===== src/rtl/uart_pkg.sv =====
// rtl/uart_pkg.sv - shared UART receiver/transmitter types and default constants
package uart_pkg;

    typedef enum logic [1:0] {
        IDLE  = 2'd0,
        START = 2'd1,
        DATA  = 2'd2,
        STOP  = 2'd3
    } rx_state_t;

    localparam int UART_OVERSAMPLE = 16;
    localparam int UART_DATA_BITS  = 8;

endpackage


===== src/rtl/uart_rx_if.sv =====
// rtl/uart_rx_if.sv - parallel byte output bus of the UART receiver
interface uart_rx_if #(
    parameter int DATA_BITS = uart_pkg::UART_DATA_BITS
);
    import uart_pkg::*;

    logic [DATA_BITS-1:0] data_out;
    logic                 data_valid;
    logic                 data_ready;
    logic                 framing_error;
    logic                 overrun_error;

    // The receiver drives the byte and status; the consumer drives data_ready.
    modport master (
        output data_out,
        output data_valid,
        output framing_error,
        output overrun_error,
        input  data_ready
    );

    modport slave (
        input  data_out,
        input  data_valid,
        input  framing_error,
        input  overrun_error,
        output data_ready
    );

endinterface


===== src/rtl/uart_baud_tick.sv =====
// rtl/uart_baud_tick.sv - clk divider producing one oversample tick every CLKS_PER_SAMPLE cycles
module uart_baud_tick #(
    parameter int CLKS_PER_SAMPLE = 27
) (
    input  logic clk,
    input  logic reset_n,
    input  logic clear_i,
    output logic tick_o
);
    import uart_pkg::*;

    localparam int             CW      = (CLKS_PER_SAMPLE > 1) ? $clog2(CLKS_PER_SAMPLE) : 1;
    localparam logic [CW-1:0]  CNT_MAX = CW'(CLKS_PER_SAMPLE - 1);

    logic [CW-1:0] count_q;
    logic [CW-1:0] count_d;

    // Wrap at CNT_MAX; clear holds the phase at zero so the first tick lands
    // CLKS_PER_SAMPLE cycles after the clear is released.
    always_comb begin
        count_d = count_q;
        if (clear_i || (count_q == CNT_MAX)) begin
            count_d = '0;
        end else begin
            count_d = count_q + CW'(1);
        end
    end

    // Divider count register.
    always_ff @(posedge clk or negedge reset_n) begin
        if (!reset_n) begin
            count_q <= '0;
        end else begin
            count_q <= count_d;
        end
    end

    assign tick_o = !clear_i && (count_q == CNT_MAX);

endmodule


===== src/rtl/uart_rx.sv =====
// rtl/uart_rx.sv - oversampling UART receiver with valid/ready holding register
module uart_rx #(
    parameter int DATA_BITS       = uart_pkg::UART_DATA_BITS,
    parameter int OVERSAMPLE      = uart_pkg::UART_OVERSAMPLE,
    parameter int CLKS_PER_SAMPLE = 27
) (
    input  logic        clk,
    input  logic        reset_n,
    input  logic        enable,
    input  logic        rx_in,
    output logic        busy,
    uart_rx_if.master   rx_bus
);
    import uart_pkg::*;

    localparam int            SW        = $clog2(OVERSAMPLE);
    localparam int            BW        = $clog2(DATA_BITS);
    localparam logic [SW-1:0] SAMP_HALF = SW'(OVERSAMPLE / 2 - 1);
    localparam logic [SW-1:0] SAMP_LAST = SW'(OVERSAMPLE - 1);
    localparam logic [BW-1:0] BIT_LAST  = BW'(DATA_BITS - 1);

    logic                 rx_meta_q;
    logic                 rx_s_q;
    rx_state_t            state_q,        state_d;
    logic [SW-1:0]        samp_cnt_q,     samp_cnt_d;
    logic [BW-1:0]        bit_idx_q,      bit_idx_d;
    logic [DATA_BITS-1:0] shreg_q,        shreg_d;
    logic [DATA_BITS-1:0] data_out_q,     data_out_d;
    logic                 data_valid_q,   data_valid_d;
    logic                 framing_err_q,  framing_err_d;
    logic                 overrun_err_q,  overrun_err_d;
    logic                 tick;

    // The tick phase restarts on every start edge because IDLE holds it clear.
    uart_baud_tick #(
        .CLKS_PER_SAMPLE (CLKS_PER_SAMPLE)
    ) u_baud_tick (
        .clk     (clk),
        .reset_n (reset_n),
        .clear_i (state_q == IDLE),
        .tick_o  (tick)
    );

    // Two-flop synchronizer; resets to the idle-high line level.
    always_ff @(posedge clk or negedge reset_n) begin
        if (!reset_n) begin
            rx_meta_q <= 1'b1;
            rx_s_q    <= 1'b1;
        end else begin
            rx_meta_q <= rx_in;
            rx_s_q    <= rx_meta_q;
        end
    end

    // Next-state: frame FSM, shift register, holding register and error pulses.
    always_comb begin
        state_d       = state_q;
        samp_cnt_d    = samp_cnt_q;
        bit_idx_d     = bit_idx_q;
        shreg_d       = shreg_q;
        data_out_d    = data_out_q;
        data_valid_d  = data_valid_q;
        framing_err_d = 1'b0;
        overrun_err_d = 1'b0;

        // Consumer drain; a byte loading in the same cycle overrides it below.
        if (data_valid_q && rx_bus.data_ready) begin
            data_valid_d = 1'b0;
        end

        if (!enable) begin
            state_d    = IDLE;
            samp_cnt_d = '0;
            bit_idx_d  = '0;
        end else begin
            unique case (state_q)
                IDLE: begin
                    samp_cnt_d = '0;
                    bit_idx_d  = '0;
                    if (!rx_s_q) begin
                        state_d = START;
                    end
                end
                START: begin
                    if (tick) begin
                        if (samp_cnt_q == SAMP_HALF) begin
                            samp_cnt_d = '0;
                            bit_idx_d  = '0;
                            // A line that is high again at mid start bit was a glitch.
                            state_d    = rx_s_q ? IDLE : DATA;
                        end else begin
                            samp_cnt_d = samp_cnt_q + SW'(1);
                        end
                    end
                end
                DATA: begin
                    if (tick) begin
                        if (samp_cnt_q == SAMP_LAST) begin
                            samp_cnt_d = '0;
                            shreg_d    = {rx_s_q, shreg_q[DATA_BITS-1:1]};
                            if (bit_idx_q == BIT_LAST) begin
                                state_d = STOP;
                            end else begin
                                bit_idx_d = bit_idx_q + BW'(1);
                            end
                        end else begin
                            samp_cnt_d = samp_cnt_q + SW'(1);
                        end
                    end
                end
                STOP: begin
                    if (tick) begin
                        if (samp_cnt_q == SAMP_LAST) begin
                            samp_cnt_d = '0;
                            state_d    = IDLE;
                            if (!rx_s_q) begin
                                framing_err_d = 1'b1;
                            end else if (!data_valid_q || rx_bus.data_ready) begin
                                data_out_d   = shreg_q;
                                data_valid_d = 1'b1;
                            end else begin
                                overrun_err_d = 1'b1;
                            end
                        end else begin
                            samp_cnt_d = samp_cnt_q + SW'(1);
                        end
                    end
                end
                default: begin
                    state_d = IDLE;
                end
            endcase
        end
    end

    // State and datapath registers.
    always_ff @(posedge clk or negedge reset_n) begin
        if (!reset_n) begin
            state_q       <= IDLE;
            samp_cnt_q    <= '0;
            bit_idx_q     <= '0;
            shreg_q       <= '0;
            data_out_q    <= '0;
            data_valid_q  <= 1'b0;
            framing_err_q <= 1'b0;
            overrun_err_q <= 1'b0;
        end else begin
            state_q       <= state_d;
            samp_cnt_q    <= samp_cnt_d;
            bit_idx_q     <= bit_idx_d;
            shreg_q       <= shreg_d;
            data_out_q    <= data_out_d;
            data_valid_q  <= data_valid_d;
            framing_err_q <= framing_err_d;
            overrun_err_q <= overrun_err_d;
        end
    end

    assign busy                 = (state_q != IDLE);
    assign rx_bus.data_out      = data_out_q;
    assign rx_bus.data_valid    = data_valid_q;
    assign rx_bus.framing_error = framing_err_q;
    assign rx_bus.overrun_error = overrun_err_q;

endmodule


===== src/flat_wrapper.sv =====
// flat-port wrapper written by rule: the top's interface ports become plain ports
module uart_rx_flat import uart_pkg::*;
#(
    parameter int DATA_BITS       = uart_pkg::UART_DATA_BITS,
    parameter int OVERSAMPLE      = uart_pkg::UART_OVERSAMPLE,
    parameter int CLKS_PER_SAMPLE = 27
)
  (clk, reset_n, enable, rx_in, busy, rx_bus_data_out, rx_bus_data_valid, rx_bus_framing_error, rx_bus_overrun_error, rx_bus_data_ready);
  uart_rx_if #(.DATA_BITS(DATA_BITS)) rx_bus_i ();
  input  logic clk;
  input  logic reset_n;
  input  logic enable;
  input  logic rx_in;
  output logic busy;
  output wire logic [$bits(rx_bus_i.data_out)-1:0] rx_bus_data_out;
  output wire logic [$bits(rx_bus_i.data_valid)-1:0] rx_bus_data_valid;
  output wire logic [$bits(rx_bus_i.framing_error)-1:0] rx_bus_framing_error;
  output wire logic [$bits(rx_bus_i.overrun_error)-1:0] rx_bus_overrun_error;
  input wire logic [$bits(rx_bus_i.data_ready)-1:0] rx_bus_data_ready;
  assign rx_bus_data_out = rx_bus_i.data_out;
  assign rx_bus_data_valid = rx_bus_i.data_valid;
  assign rx_bus_framing_error = rx_bus_i.framing_error;
  assign rx_bus_overrun_error = rx_bus_i.overrun_error;
  assign rx_bus_i.data_ready = rx_bus_data_ready;
  uart_rx #(.DATA_BITS(DATA_BITS), .OVERSAMPLE(OVERSAMPLE), .CLKS_PER_SAMPLE(CLKS_PER_SAMPLE)) u_core (.clk(clk), .reset_n(reset_n), .enable(enable), .rx_in(rx_in), .busy(busy), .rx_bus(rx_bus_i));
endmodule

===== config.mk =====
export PLATFORM = sky130hd
export DESIGN_NAME = uart_rx_flat
export DESIGN_NICKNAME = d
export VERILOG_FILES = /design/src/rtl/uart_pkg.sv /design/src/rtl/uart_rx_if.sv /design/src/rtl/uart_baud_tick.sv /design/src/rtl/uart_rx.sv /design/src/flat_wrapper.sv
export SDC_FILE = /design/constraint.sdc
export NUM_CORES = 1
export LEC_CHECK = 0
export ABC_AREA = 1
export BUFFER_PORTS_ARGS = -buffer_cell sky130_fd_sc_hd__buf_4
export CORE_MARGIN = 3
export CORE_UTILIZATION = 45
export CTS_CLUSTER_SIZE = 25
export DETAILED_ROUTE_END_ITERATION = 10
export PLACE_DENSITY = 0.66
export SLEW_MARGIN = 10
export SYNTH_ARGS = -nofsm -noshare
export SYNTH_HDL_FRONTEND = slang
export SYNTH_SLANG_ARGS = --single-unit

===== constraint.sdc =====
create_clock -name clk -period 1.4 [get_ports clk]
set_input_delay 0.28 -clock clk [delete_from_list [all_inputs] [get_ports clk]]
set_output_delay 0.28 -clock clk [all_outputs]
set_load 0.005 [all_outputs]

Word level (Yosys, flattened, before mapping)
Cells that the tools add are included.
{ "word_totals": {"wordCells": 89, "input_bits": 5, "ff_bits": 35, "output_inout_bits": 12} }
{ "classes": {"n_mux": 43, "n_addsub": 3, "reduce_logical": 14, "n_eq_ne": 18} }
{ "op_table": {"columns": ["operator", "count"], "rows": [
  ["$ne 3x2->1 const B", 8],
  ["$mux 2", 10],
  ["$mux 4", 5],
  ["$mux 1", 18],
  ["$mux 3", 6],
  ["$pmux 4 s3", 1],
  ["$reduce_and 6->1", 2],
  ["$pmux 3 s3", 1],
  ["$pmux 2 s4", 1],
  ["$reduce_and 8->1", 1],
  ["$ne 3x3->1 const B", 2],
  ["$add 5x1->5 const B", 1],
  ["$eq 5x5->1 const B", 1],
  ["$mux 5", 1],
  ["$add 4x1->4 const B", 1],
  ["$eq 2x2->1 const B", 2],
  ["$eq 4x3->1 const B", 1],
  ["$eq 4x4->1 const B", 1],
  ["$ne 4x1->1 const B", 1],
  ["$reduce_and 4->1", 1],
  ["$add 3x1->3 const B", 1],
  ["$eq 3x3->1 const B", 1],
  ["$eq 2x1->1 const B", 1],
  ["$logic_and 1x1->1", 2],
  ["other kinds (6)", 8]
]} }

Depth between registers and ports, before layout
Gate-level depths: netlist (run 1).
{ "depth": {"word_depth": 8, "mapped_depth": 10, "depth_no_buf": 10} }

Modules after synthesis
A second synthesis (run 1) with hierarchy kept.
{ "hier_totals": {"hier_cells": 205, "hier_area_um2": 1783.0} }
{ "by_module_without_submodules": {"columns": ["mod", "cells_each", "area_each_um2", "n_inst", "seq_area_each_um2"], "rows": [
  ["uart_rx", 174, 1522.7, 1, 753.2],
  ["uart_baud_tick", 31, 260.2, 1, 125.1]
]} }

Least setup slack after synthesis (run 1)
Ideal clock, no wire load.
{ "synth_path": {"path_kind": "reg-to-reg", "start": "register u_core.state_q[0]", "end": "register u_core.data_out_q[6], in the netlist u_core.rx_bus.data_out[6]", "setup_ns": 0.118, "synth_period_minus_slack_ns": 1.475, "slack_ns": -0.075, "path_buffers": 1, "required_ns": 1.282, "arrival_ns": 1.357, "stages_incl_launch_ff": 10, "path_cell_list": "dfrtp_1 -> inv_1 -> ha_1 -> inv_2 -> nand3_2 -> nor2_2 -> nand2_2 -> buf_6 -> nand2_2 -> o21ai_2"} }
{ "synth_via": {"elab_chain_cells": 4, "elab_cells_between_ends": 5, "cone_classes": "eq/ne (1); reduce/logical (4)"} }
{ "synth_lines": {"columns": ["item", "line_no", "rtl"], "rows": [
  ["start: declaration", "uart_rx.sv:24", "rx_state_t state_q, state_d;"],
  ["start signal: assignment", "uart_rx.sv:148", "state_q <= state_d;"],
  ["$logic_not 2->1", "uart_rx.sv:40", ".clear_i (state_q == IDLE),"],
  ["$logic_not 1->1", "uart_baud_tick.sv:38", "assign tick_o = !clear_i && (count_q == CNT_MAX);"],
  ["$logic_and 1x1->1", "uart_baud_tick.sv:38", null],
  ["$reduce_and 6->1 (no line) (*)", null, null],
  ["end signal: assignment", "uart_rx.sv:152", "data_out_q <= data_out_d;"],
  ["end: declaration", "uart_rx.sv:28", "logic [DATA_BITS-1:0] data_out_q, data_out_d;"]
]} }
Every way passes the cells marked *; elsewhere a longest branch is shown, timed or not.
A chain may end at the register's enable or synchronous reset.

Worst setup path in the final report (run 1)
{ "layout_path": {"start": "register u_core.state_q[1]", "end": "output busy"} }
{ "layout_via": {"elab_chain_cells": 1} }
{ "layout_lines": {"columns": ["item", "line_no", "rtl"], "rows": [
  ["$reduce_bool 2->1", "uart_rx.sv:159", "assign busy = (state_q != IDLE);"],
  ["end: declaration", "flat_wrapper.sv:14", "output logic busy;"]
]} }
Every way passes these cells.

==> reports/results.txt, run 1 <==
Summing the sequential cell areas from Yosys gives 47.8% of the chip area. Clock-pin slew was measured on the worst setup and hold paths at 0.07 ns. For the worst setup path, the data required time is 1.12 ns. The class of the tightest hold or removal check is in -> reg. The detail-routed via count per cell is 4.80. The via count of the first global-routing pass was 1341; the max-capacitance violation count was 0.

On the final layout, the worst clock skew is 0.0118 ns. The tools report the number of antenna violations at the first check in global routing as 0. For the maximum buffer depth of the clock tree, the log shows 2. From synthesis to final layout, the design area changed by 38.4%.

The flow ran to the end, but the final reports show violations. The half-perimeter wire length of the detailed placement result was 2440 um. For the pin with the worst max-slew slack, the measured transition is 0.437 ns. The number of warnings reported in the yosys synthesis log was 0.

Summed over all instances, the cell type with the most area after synthesis is sky130_fd_sc_hd__dfrtp_1. Timing would allow up to 663 MHz. After floorplanning, the core was sized to cover 3800 um^2. The number of DRC violations after detailed routing is 0.

Detailed routing inserted a total of 1475 vias. STA puts the critical path data arrival time at 1.23 ns. The worst register-to-register path begins at u_core.state_q[1].

For this block, the routed nets add up to 3750 um of wire. The tools report the buffer cell driving the clock tree root as sky130_fd_sc_hd__clkbuf_8. For this configuration, the core starts out at a cell density of 48.4%. In the global route stage, overall resource usage came out at 15.8%. The gate count of the mapped netlist was 205; the number of fillers in the final layout was 310. Setup violations remaining at the end of the flow were counted as 11.

The first global-routing pass estimated 6130 um of wire. After floorplanning, the core was divided into 22 placement rows. Setup repair after global routing could not meet its margin everywhere. For the worst-skew pair, the clock arrives at the later sink with an insertion delay of 0.29 ns. The synthesized design contains 35 register bits. The logs give 0.00129 uW for the reported leakage power and 35 for the clock sink count. Cells with a size suffix above 1 make up 49.0% of the layout. Synthesis produced a netlist with a net count of 220. Power spread over the standard cell area amounts to 1250 nW/um^2. The die boundary height works out to 69.9 um.

The checks that failed: negative setup slack. The run gives 2 as the number of levels in the clock H-tree. The tools report the sort of element at the end of the critical path as an output port. The tools report the worst hold path startpoint as rx_in. For the finished layout, the period the worst path requires is 1.51 ns. The congestion estimate from routability-driven global placement came to 0.830. TritonCTS built the clock tree. The critical path class was reg -> out. The synthesized netlist contains 22 unique library cells.

The maximum number of pins on one net before global-route repair was 36; the horizontal extent of the die was 69.9 um. The die covers 4880 um^2. After synthesis, the cell types taking the most area are sky130_fd_sc_hd__dfrtp_1 (45%), sky130_fd_sc_hd__nand2_1 (8.8%), sky130_fd_sc_hd__o21ai_2 (7.2%).

The post-synthesis async set-or-reset flop share is 100%. The run gives -0.109 ns as the final setup slack of the worst path. 17 I/O pins were placed. Multi-input logic area: 996 um^2. Launching element of the worst setup path: u_core.state_q[1]. Clock tree synthesis inserted a total of 5 buffers. The repair_antennas step left the layout with diodes totalling 0. The fraction of synthesized cell area taken by the top area cell type came out at 45.0%. The netlist area before placement is 1840 um^2, and the utilization after layout is 66.9%.

Across the whole layout, storage elements account for 878 um^2. Before CTS, the worst setup slack after placement is -0.145 ns. The predominant post-synthesis flop cell is sky130_fd_sc_hd__dfrtp_1. The aggregate global routing overflow was 0.

The number of flops mapped to enable cells by yosys works out to 0. The net count of the finished layout is 273. STA classifies the critical path startpoint as a register. Summed over all failing endpoints, the final setup total negative slack is -0.453 ns.

Post-synthesis area per instance: 8.96 um^2. Headroom to the max-slew limit came out at 70.9%. The number of antenna-violating nets in the routed design is 0, and the peak supply drop is 0.000961 V. The tools report the number of failing hold endpoints at the final stage as 0. The detailed-route wire length per cell came out at 12.2 um. The pre-antenna-repair detailed-routing pass consisted of 4 iterations.

Ranked by instance count, the synthesized netlist is headed by sky130_fd_sc_hd__nand2_1 (43), sky130_fd_sc_hd__dfrtp_1 (33), sky130_fd_sc_hd__inv_1 (28), sky130_fd_sc_hd__nor2_1 (18), sky130_fd_sc_hd__o21ai_2 (15). Largest fanout on the critical path: 3. The most repeated cell in the gate-level netlist after synthesis was sky130_fd_sc_hd__nand2_1. For the initial detailed-routing violation count, the log shows 63. The max-slew violation count was 0; the number of input and output port buffers inserted was 16. The final worst-path cycle share came out at 108%.
[layout make-up]
class	count	area share (%)
multi-input combinational	137	39.2
sequential	35	34.6
timing repair buffer	47	14.4
inverter	32	5.02
clock buffer	5	2.71
tap	48	2.36
clock inverter	3	1.72
[metal layers]
layer / routed length, um / share of wire, % / track usage, % / vias up
li1: - / - / - / 757
met1: 1670 / 45 / 20.3 / 689
met2: 1890 / 50 / 26.0 / 22
met3: 130 / 3.5 / 3.45 / 7
met4: 60 / 1.6 / 5.74 / 0
met5: 0 / 0 / 0 / -
[critical path, stage by stage, from the launching register on]
cell,delay (ns)
sky130_fd_sc_hd__dfrtp_1,0.41
sky130_fd_sc_hd__inv_2,0.11
sky130_fd_sc_hd__ha_4,0.16
sky130_fd_sc_hd__inv_4,0.05
sky130_fd_sc_hd__buf_6,0.11
sky130_fd_sc_hd__buf_6,0.10
[worst paths after layout]
check | slack, ns | depth (start not counted) | endpoint
worst min-delay path | 0.1 | 1 | u_core.rx_meta_q
worst min register to register | 0.36 | 0 | u_core.rx_s_q
worst max register to register | -0.10 | 10 | u_core.bit_idx_q[1]
min in group asynchronous | 0.47 | 2 | u_core.samp_cnt_q[0]
worst max-delay path | -0.11 | 5 | busy
max in group asynchronous | 0.58 | 2 | u_core.rx_s_q
[repair_timing]
action	in CTS	in global routing
buffers inserted	5	3
resized for setup	17	31
cloned	1	1
pin swaps	5	3
endpoints found under the setup margin	29	33
hold buffers	1	0
endpoints found under the hold margin	33	0
[cells by family (layout without fill, tap and decap cells)]
logic type / count (synthesis) / count (layout) / share of synthesized area [%]
XOR/XNOR: 3 / 3 / 1.43
AO/OA/AOI/OAI: 24 / 24 / 9.60
AND/OR/NAND/NOR: 98 / 100 / 26.0
flip-flops: 35 / 35 / 47.8
adder cells (fa/ha/maj): 10 / 10 / 6.81
buffers and inverters: 35 / 87 / 8.38
[registers in the layout, summed over array words and instances, names as in the netlist]
signal / flops
u_core.rx_bus.data_out: 8
u_core.u_baud_tick.count_q: 5
u_core.rx_s_q: 1
u_core.samp_cnt_q: 4
u_core.state_q: 2
u_core.bit_idx_q: 3
u_core.rx_bus.framing_error: 1
u_core.rx_bus.overrun_error: 1
u_core.rx_meta_q: 1
u_core.rx_bus.data_valid: 1
u_core.shreg_q: 8
[per-stage QoR]
step / power, uW / std cells / hold slack, ns / instance area, um^2
after floorplan: 1650 / 205 / -0.0156 / 1860
after detailed placement: 2020 / 288 / 0.260 / 2170
after CTS: 3090 / 303 / 0.0908 / 2410
after global routing: 3390 / 307 / 0.0871 / 2540
final: 3180 / 307 / 0.0989 / 2540
after global placement: 2000 / 288 / 0.257 / 2170
[layout by cell type (no fill, tap or decap), types with 2 or more instances in the layout]
cell type,synthesis,routed
sky130_fd_sc_hd__o21ai_1,0,2
sky130_fd_sc_hd__xor2_1,2,2
sky130_fd_sc_hd__nand3_2,2,2
sky130_fd_sc_hd__nand3_4,0,2
sky130_fd_sc_hd__dfrtp_1,33,33
sky130_fd_sc_hd__a21oi_2,0,2
sky130_fd_sc_hd__nor2_1,18,13
sky130_fd_sc_hd__ha_1,10,5
sky130_fd_sc_hd__buf_6,3,3
sky130_fd_sc_hd__nor2_4,0,4
sky130_fd_sc_hd__o21ai_2,15,15
sky130_fd_sc_hd__nand4_1,6,6
sky130_fd_sc_hd__nand2_4,3,5
sky130_fd_sc_hd__a21oi_1,6,4
sky130_fd_sc_hd__clkbuf_8,0,5
sky130_fd_sc_hd__nand2_1,43,28
sky130_fd_sc_hd__dfstp_2,2,2
sky130_fd_sc_hd__nand2_2,6,20
sky130_fd_sc_hd__buf_4,0,43
sky130_fd_sc_hd__nor2_2,4,5
sky130_fd_sc_hd__nand3_1,13,11
sky130_fd_sc_hd__ha_4,0,4
sky130_fd_sc_hd__inv_2,4,7
sky130_fd_sc_hd__inv_1,28,23
[report_power, final]
part           internal (uW)  switching [uW]  total (uW)  leakage [uW]
sequential              1080            50.5        1130      0.000478
clock                    530             386         916     0.0000581
combinational            552             583        1130      0.000752
(Power assumes the default switching activity.)
==> run 2, diff against run 1 <==
==> constraint.sdc (replaced) <==
create_clock -name clk -period 1.4 [get_ports clk]
set_input_delay 0.35 -clock clk [delete_from_list [all_inputs] [get_ports clk]]
set_output_delay 0.35 -clock clk [all_outputs]
set_load 0.005 [all_outputs]
==> reports/results.txt, run 2 (synthesis results as in run 1) <==
TritonCTS created 5 clock buffers. The power density over cell area is 1250 nW/um^2, and the largest fanout on the critical path is 3. The maximum number of pins on one net before global-route repair came out at 36.

In this run the tightest slew margin relative to its limit is 63.9%. The count of standard-cell rows came out at 22. In this run the cell area measured after placement is 2170 um^2.

For the post-route non-filler standard cell count, the log shows 309. For the minimum setup slack after placement, the log shows -0.145 ns. Buffer cell driving the clock tree root: sky130_fd_sc_hd__clkbuf_8. The logs give 4880 um^2 for the total die area and 1398 for the via count of the first global-routing pass. For this run, design rule violations remaining after detail routing come to 0. Relative to the synthesized area, the layout overhead comes to 47.0%. After layout, the minimum clock period comes to 1.57 ns. The kind of start point of the critical path was a register. The first TritonRoute pass finished after 4 iterations. Setup violations remaining at the end of the flow were counted as 21. Pin placement for this block handled 17 I/O pins. After clock tree synthesis, the clock-pin slew on the worst setup and hold paths is 0.08 ns. The worst setup path is captured at an output port. In the final routed layout, each cell accounts on average for 12.9 um. For the final clock skew, the log shows 0.0123 ns. The floorplan step defined a core boundary enclosing 3800 um^2. The logs give 16.4% for the aggregate global-route resource usage and 0.830 for the final weighted congestion of routability-driven global placement. The final reports fail on negative hold slack, negative setup slack. For the final setup slack of the worst path, the log shows -0.166 ns. Once layout is done, the placed cells without fillers occupy 2700 um^2.

The run gives 3380 uW as the total power draw. The tightest min-delay check is of the in -> async type. The detailed router placed 1520 vias in this run. The half-perimeter wire length of the detailed placement result is 2440 um.

TritonCTS built the clock tree. The top cell types in the final layout, fill and taps aside, are sky130_fd_sc_hd__buf_4 (44), sky130_fd_sc_hd__dfrtp_1 (33), sky130_fd_sc_hd__inv_1 (22), sky130_fd_sc_hd__nand2_1 (22), sky130_fd_sc_hd__o21ai_2 (17). The max-capacitance violation count is 0. The critical path is of the reg -> out type. Final hold slack: -0.00126 ns. The maximum buffer depth of the clock tree is 2, and the number of failing hold endpoints at the final stage is 2. After detailed routing, the number of vias per cell comes to 4.92. The transition at the pin with the smallest max-transition slack was 0.536 ns. The tools report the wire length after detailed routing as 3990 um. The first global-routing pass estimated 6370 um of wire. The number of antenna diodes in the final layout is 0. The number of hold buffers added after CTS is 0, and the number of nets in the layout is 275.

Leading cell type in the layout, fill and taps excluded: sky130_fd_sc_hd__buf_4. CTS saw 35 sinks. For this run, the top clock speed supported by timing is 639 MHz. Setup repair after global routing could not meet its margin everywhere. For this design the static power due to leakage is 0.00134 uW.

The number of fillers in the final layout is 274, and the number of antenna violations at the first check in global routing is 0. The critical path required time came out at 1.05 ns. Number of antenna-violating nets in the routed design: 0.

The final worst-path cycle share works out to 112%. The run finished, with violations left. The peak supply drop came out at 0.000943 V. STA puts the critical path data arrival time at 1.22 ns. Global routing finished with a remaining overflow of 0.

The share of cells above drive strength 1 is 55.6%. In this run, the number of DRC markers left after iteration 0 of detailed routing was 32. The max-slew violation count was 0.

For the worst-skew pair, the clock arrives at the later sink with an insertion delay of 0.29 ns. The floorplan step set the die width to 69.9 um. CTS built an H-tree with a depth of 2. The number of placed instances, taps included, is 288. The number of input and output port buffers inserted was 16; the die boundary height was 69.9 um.

The starting density of the core is 48.4%.
==> run 2: layout make-up <==
type | instances | area [um^2] | share of cell area, %
sequential | 35 | 878 | 32.5
clock buffer | 5 | 68.8 | 2.55
timing repair buffer | 49 | 387 | 14.3
multi-input combinational | 137 | 1130 | 41.8
tap | 48 | 60.1 | 2.22
inverter | 32 | 133 | 4.91
clock inverter | 3 | 43.8 | 1.62
==> run 2: power breakdown <==
part	total (uW)	internal, uW	switching (uW)
clock	915	530	385
sequential	1130	1080	50.8
combinational	1330	663	671
==> run 2: worst max-delay path: stages (launching register included) <==
cell and delay [ns]:
sky130_fd_sc_hd__dfrtp_1 0.41, sky130_fd_sc_hd__inv_2 0.11, sky130_fd_sc_hd__ha_4 0.16, sky130_fd_sc_hd__inv_4 0.04, sky130_fd_sc_hd__buf_6 0.11, sky130_fd_sc_hd__buf_6 0.10
==> run 2: path summary, 6_finish.rpt <==
kind                                   start                    to  slack, ns  cells after the start
hold reg to reg             u_core.rx_meta_q         u_core.rx_s_q       0.36                      0
hold / removal                       reset_n  u_core.samp_cnt_q[1]     -0.001                      1
setup reg to reg           u_core.state_q[1]   u_core.bit_idx_q[1]      -0.12                     10
max in group asynchronous            reset_n         u_core.rx_s_q       1.05                      1
setup / recovery           u_core.state_q[1]                  busy      -0.17                      5
min in group clk                       rx_in      u_core.rx_meta_q       0.17                      1
==> run 2: layer usage <==
layer	vias up	part of all wire [%]	GRT usage, %
met3	5	3.0	3.45
met1	735	42	21.0
met2	19	54	27.4
met5	-	0	0
li1	761	-	-
met4	0	1.2	5.74
==> run 2: per-stage QoR <==
step	util (%)	hold WS, ns	TNS [ns]
final	71.1	-0.00126	-1.32
after global routing	71.1	0.0266	-3.88
after CTS	66.5	0.0111	-0.597
after detailed placement	57.1	0.330	-1.82
after global placement	57.1	0.327	-1.67
after floorplan	-	0.0544	0
==> run 2: what timing repair did <==
action | in CTS | in global routing
pin swaps | 21 | 18
cloned | 2 | 0
endpoints found under the setup margin | 29 | 33
resized for setup | 41 | 41
endpoints found under the hold margin | 0 | 0
buffers inserted | 10 | 2
==> run 3, diff against run 2 <==
--- a/config.mk
+++ b/config.mk
@@ -15,4 +15,5 @@
 export SLEW_MARGIN = 10
 export SYNTH_ARGS = -nofsm -noshare
 export SYNTH_HDL_FRONTEND = slang
+export SYNTH_HIERARCHICAL = 1
 export SYNTH_SLANG_ARGS = --single-unit
==> reports/results.txt, run 3 <==
The run finished, with violations left. The checks that failed: negative setup slack. The logs give 35 for the clock sink count and 46 for the initial detailed-routing violation count. Setup repair after global routing could not meet its margin everywhere.

Global routing used 5.35% of the available met3 tracks. For the number of ports placed on the die boundary, the log shows 17. Transition at the pin with the smallest max-transition slack: 0.441 ns. The master of the slowest instance on the critical path was sky130_fd_sc_hd__dfrtp_1. A synthesized cell averages 8.70 um^2. Clock-pin slew was measured on the worst setup and hold paths at 0.07 ns.

The maximum buffer depth of the clock tree was 2; the detailed-route wire length per cell was 11.1 um. For this run, the post-layout net count is 273. The number of DRC violations after detailed routing was 0.

Measured against its own limit, the worst slew margin works out to 70.6%. The detail-routed via count per cell is 4.62. The leading cell type in the layout, fill and taps excluded is sky130_fd_sc_hd__nand2_1. Detailed routing inserted a total of 1424 vias. For this run, asynchronously set or reset flops after synthesis account for 100%. Once detail routing completed, the nets flagged for antenna violations numbered 0. For the routing usage on met2, the log shows 24.4%. The most used flip-flop cell after synthesis is sky130_fd_sc_hd__dfrtp_1. The worst path needs 1.55 ns of the cycle, external delays included. The net count after synthesis is 219.

The global routing stage identified its most utilized layer as met2. Grouping stages by cell kind, the critical path spends the most delay in flip-flops. In this run, placement finished with an instance count of 292. Yosys printed 6 warnings.

Counting both buffers and inverters, the worst setup path holds a total of 4. Leaving out fill and tap cells, the most frequent cells in the layout are sky130_fd_sc_hd__nand2_1 (53), sky130_fd_sc_hd__buf_4 (46), sky130_fd_sc_hd__dfrtp_1 (33), sky130_fd_sc_hd__inv_1 (18). For the number of hold buffers added after CTS, the log shows 0. IR analysis of the VDD net gives a maximum drop of 0.000914 V. The floorplan step set the die width to 68.9 um.

The run gives 0 as the aggregate global routing overflow. The relative area change from synthesis to final layout was 34.7%. The post-route cell area is 2400 um^2. For the number of failing hold endpoints at the final stage, the log shows 0. The path class of the tightest hold or removal check is in -> async. For met1 alone, demand over resource in global routing was 21.6%. For the via count of the first global-routing pass, the log shows 1278. The pre-antenna-repair detailed-routing pass consisted of 4 iterations.

In this run the cell area of the synthesized design comes to 1780 um^2. The floorplan has 22 rows. The clock latency on the worst-skew pair was 0.29 ns. On the final layout, the worst hold slack is 0.000520 ns.

Walking the worst path, the cells encountered are inv_2 -> ha_4 -> buf_6 -> inv_2 -> buf_6. The run gives 47.6% as the starting density of the core. Yosys attributes the largest share of cell area to sky130_fd_sc_hd__dfrtp_1 (46%), sky130_fd_sc_hd__nand2_1 (12%), sky130_fd_sc_hd__ha_1 (6.3%). The sort of element at the end of the critical path is an output port.

For the final setup slack of the worst path, the log shows -0.151 ns. The minimum setup slack after placement was -0.230 ns; the final weighted congestion of routability-driven global placement was 0.776. After the flow finishes, the layout carries non-filler instances totaling 308. The number of antenna diodes in the final layout is 0. The synthesized design devotes to its leading area cell type 46.3% of total area.

The final clock skew was 0.00483 ns; the number of failing setup endpoints in the final timing report was 27. In this run the standard cell core region covers 3740 um^2. Yosys instantiated no cell more often than sky130_fd_sc_hd__nand2_1. After legalization and detailed placement, the total HPWL measured 2390 um.

Critical path class: reg -> out. Clock tree synthesis selected as its root buffer the cell sky130_fd_sc_hd__clkbuf_8. The number of antenna violations at the first check in global routing was 0.

Summed over all cells, the static leakage comes to 0.00130 uW. In the global route stage, overall resource usage came out at 16.4%. Input and output buffers added on the ports amount to 16. The final layout contains routed wiring with a total length of 3420 um. Along the worst path, the maximum fanout reaches 3.

Once placement finished, the instance area stood at 2150 um^2. The first global-routing pass estimated 5600 um of wire. Of the synthesized area, sequential elements account for 49.3%. Across the run, the number of max-cap violations was 0. Sorting the synthesized cells by how often they occur yields sky130_fd_sc_hd__nand2_1 (57), sky130_fd_sc_hd__dfrtp_1 (33), sky130_fd_sc_hd__inv_1 (23), sky130_fd_sc_hd__nor2_1 (20), sky130_fd_sc_hd__o21ai_1 (14). The die is 68.9 um tall. Power spread over the standard cell area amounts to 1330 nW/um^2. Counting the buffers created by CTS gives 5.

The floorplan step defined a die boundary enclosing 4750 um^2. Max-slew violation count: 0. In the finished design, the share of the clock period the worst path needs comes to 111%. STA classifies the critical path startpoint as a register.

Library cell occupying the most area in the post-synthesis netlist: sky130_fd_sc_hd__dfrtp_1. After technology mapping, the gate count stands at 205. The number of flops mapped to enable cells by yosys was 0. In this design, the stage delay of the slowest critical-path cell is 0.40 ns. CTS built an H-tree with a depth of 2. TritonCTS built the clock tree. After synthesis the netlist holds a flip-flop and latch count of 35. STA puts the critical path data arrival time at 1.20 ns.

For the worst setup path, the data required time is 1.05 ns. The number of distinct library cells after synthesis was 25. Entering global routing, the biggest net connects 36 pins.

The share of cells above drive strength 1 was 39.6%; the fmax was 645 MHz.
==> run 3: timing repair <==
action,CTS,global route
endpoints found under the hold margin,0,0
setup buffers,6,2
resized for setup,19,4
pin swaps,5,0
endpoints found under the setup margin,28,29
==> run 3: final timing paths <==
check	startpoint	endpoint	slack [ns]	cells past startpoint
worst max-delay path	u_core/state_q[0]	busy	-0.15	5
worst min-delay path	reset_n	u_core/bit_idx_q[2]	0.0005	1
worst max register to register	u_core/u_baud_tick/count_q[0]	u_core/state_q[1]	-0.14	15
worst min register to register	u_core/rx_meta_q	u_core/rx_s_q	0.36	0
max in group asynchronous	reset_n	u_core/rx_meta_q	1.06	1
min in group clk	rx_in	u_core/rx_meta_q	0.16	1
==> run 3: power breakdown <==
part,internal [uW],switching (uW)
clock,530,381
sequential,1070,45.1
combinational,577,585
total,2180,1010
==> run 3: routing by layer <==
layer / vias to the layer above / wire length, um
met2: 17 / 1570
met4: 0 / 65
met5: - / 0
li1: 759 / -
met1: 642 / 1670
met3: 6 / 111
==> run 3: cells by family after synthesis <==
group                      after synthesis  synth area share, %
buffers and inverters                   30                 7.44
AOI/OAI and AO/OA                       24                 8.42
adders and majority gates                9                 6.32
DFF                                     35                 49.3
and+or+nand+nor                        105                 27.6
xor gates and xnor gates                 2                0.983
==> run 3: cell type report <==
class / instances / area (um^2)
inverter: 27 / 103
tap: 48 / 60.1
sequential: 35 / 878
multi-input combinational: 140 / 850
clock inverter: 3 / 43.8
fill: 316 / 1340
clock buffer: 5 / 68.8
timing repair buffer: 50 / 399
==> run 3: through the flow <==
stage	power [uW]	util (%)	setup TNS [ns]
finish	3190	64.2	-2.55
global route	3420	64.2	-5.99
CTS	3150	63.4	-2.34
detailed placement	2060	57.5	-3.06
global placement	2060	57.5	-2.46
floorplan	1650	-	-1.55
==> run 3: worst register-to-register path, delay by kind of cell (launching register included) <==
family	cells	cell delay, ns
fa+ha+maj	1	0.13
flops	1	0.38
simple gates	10	0.70
buf+inv	4	0.23
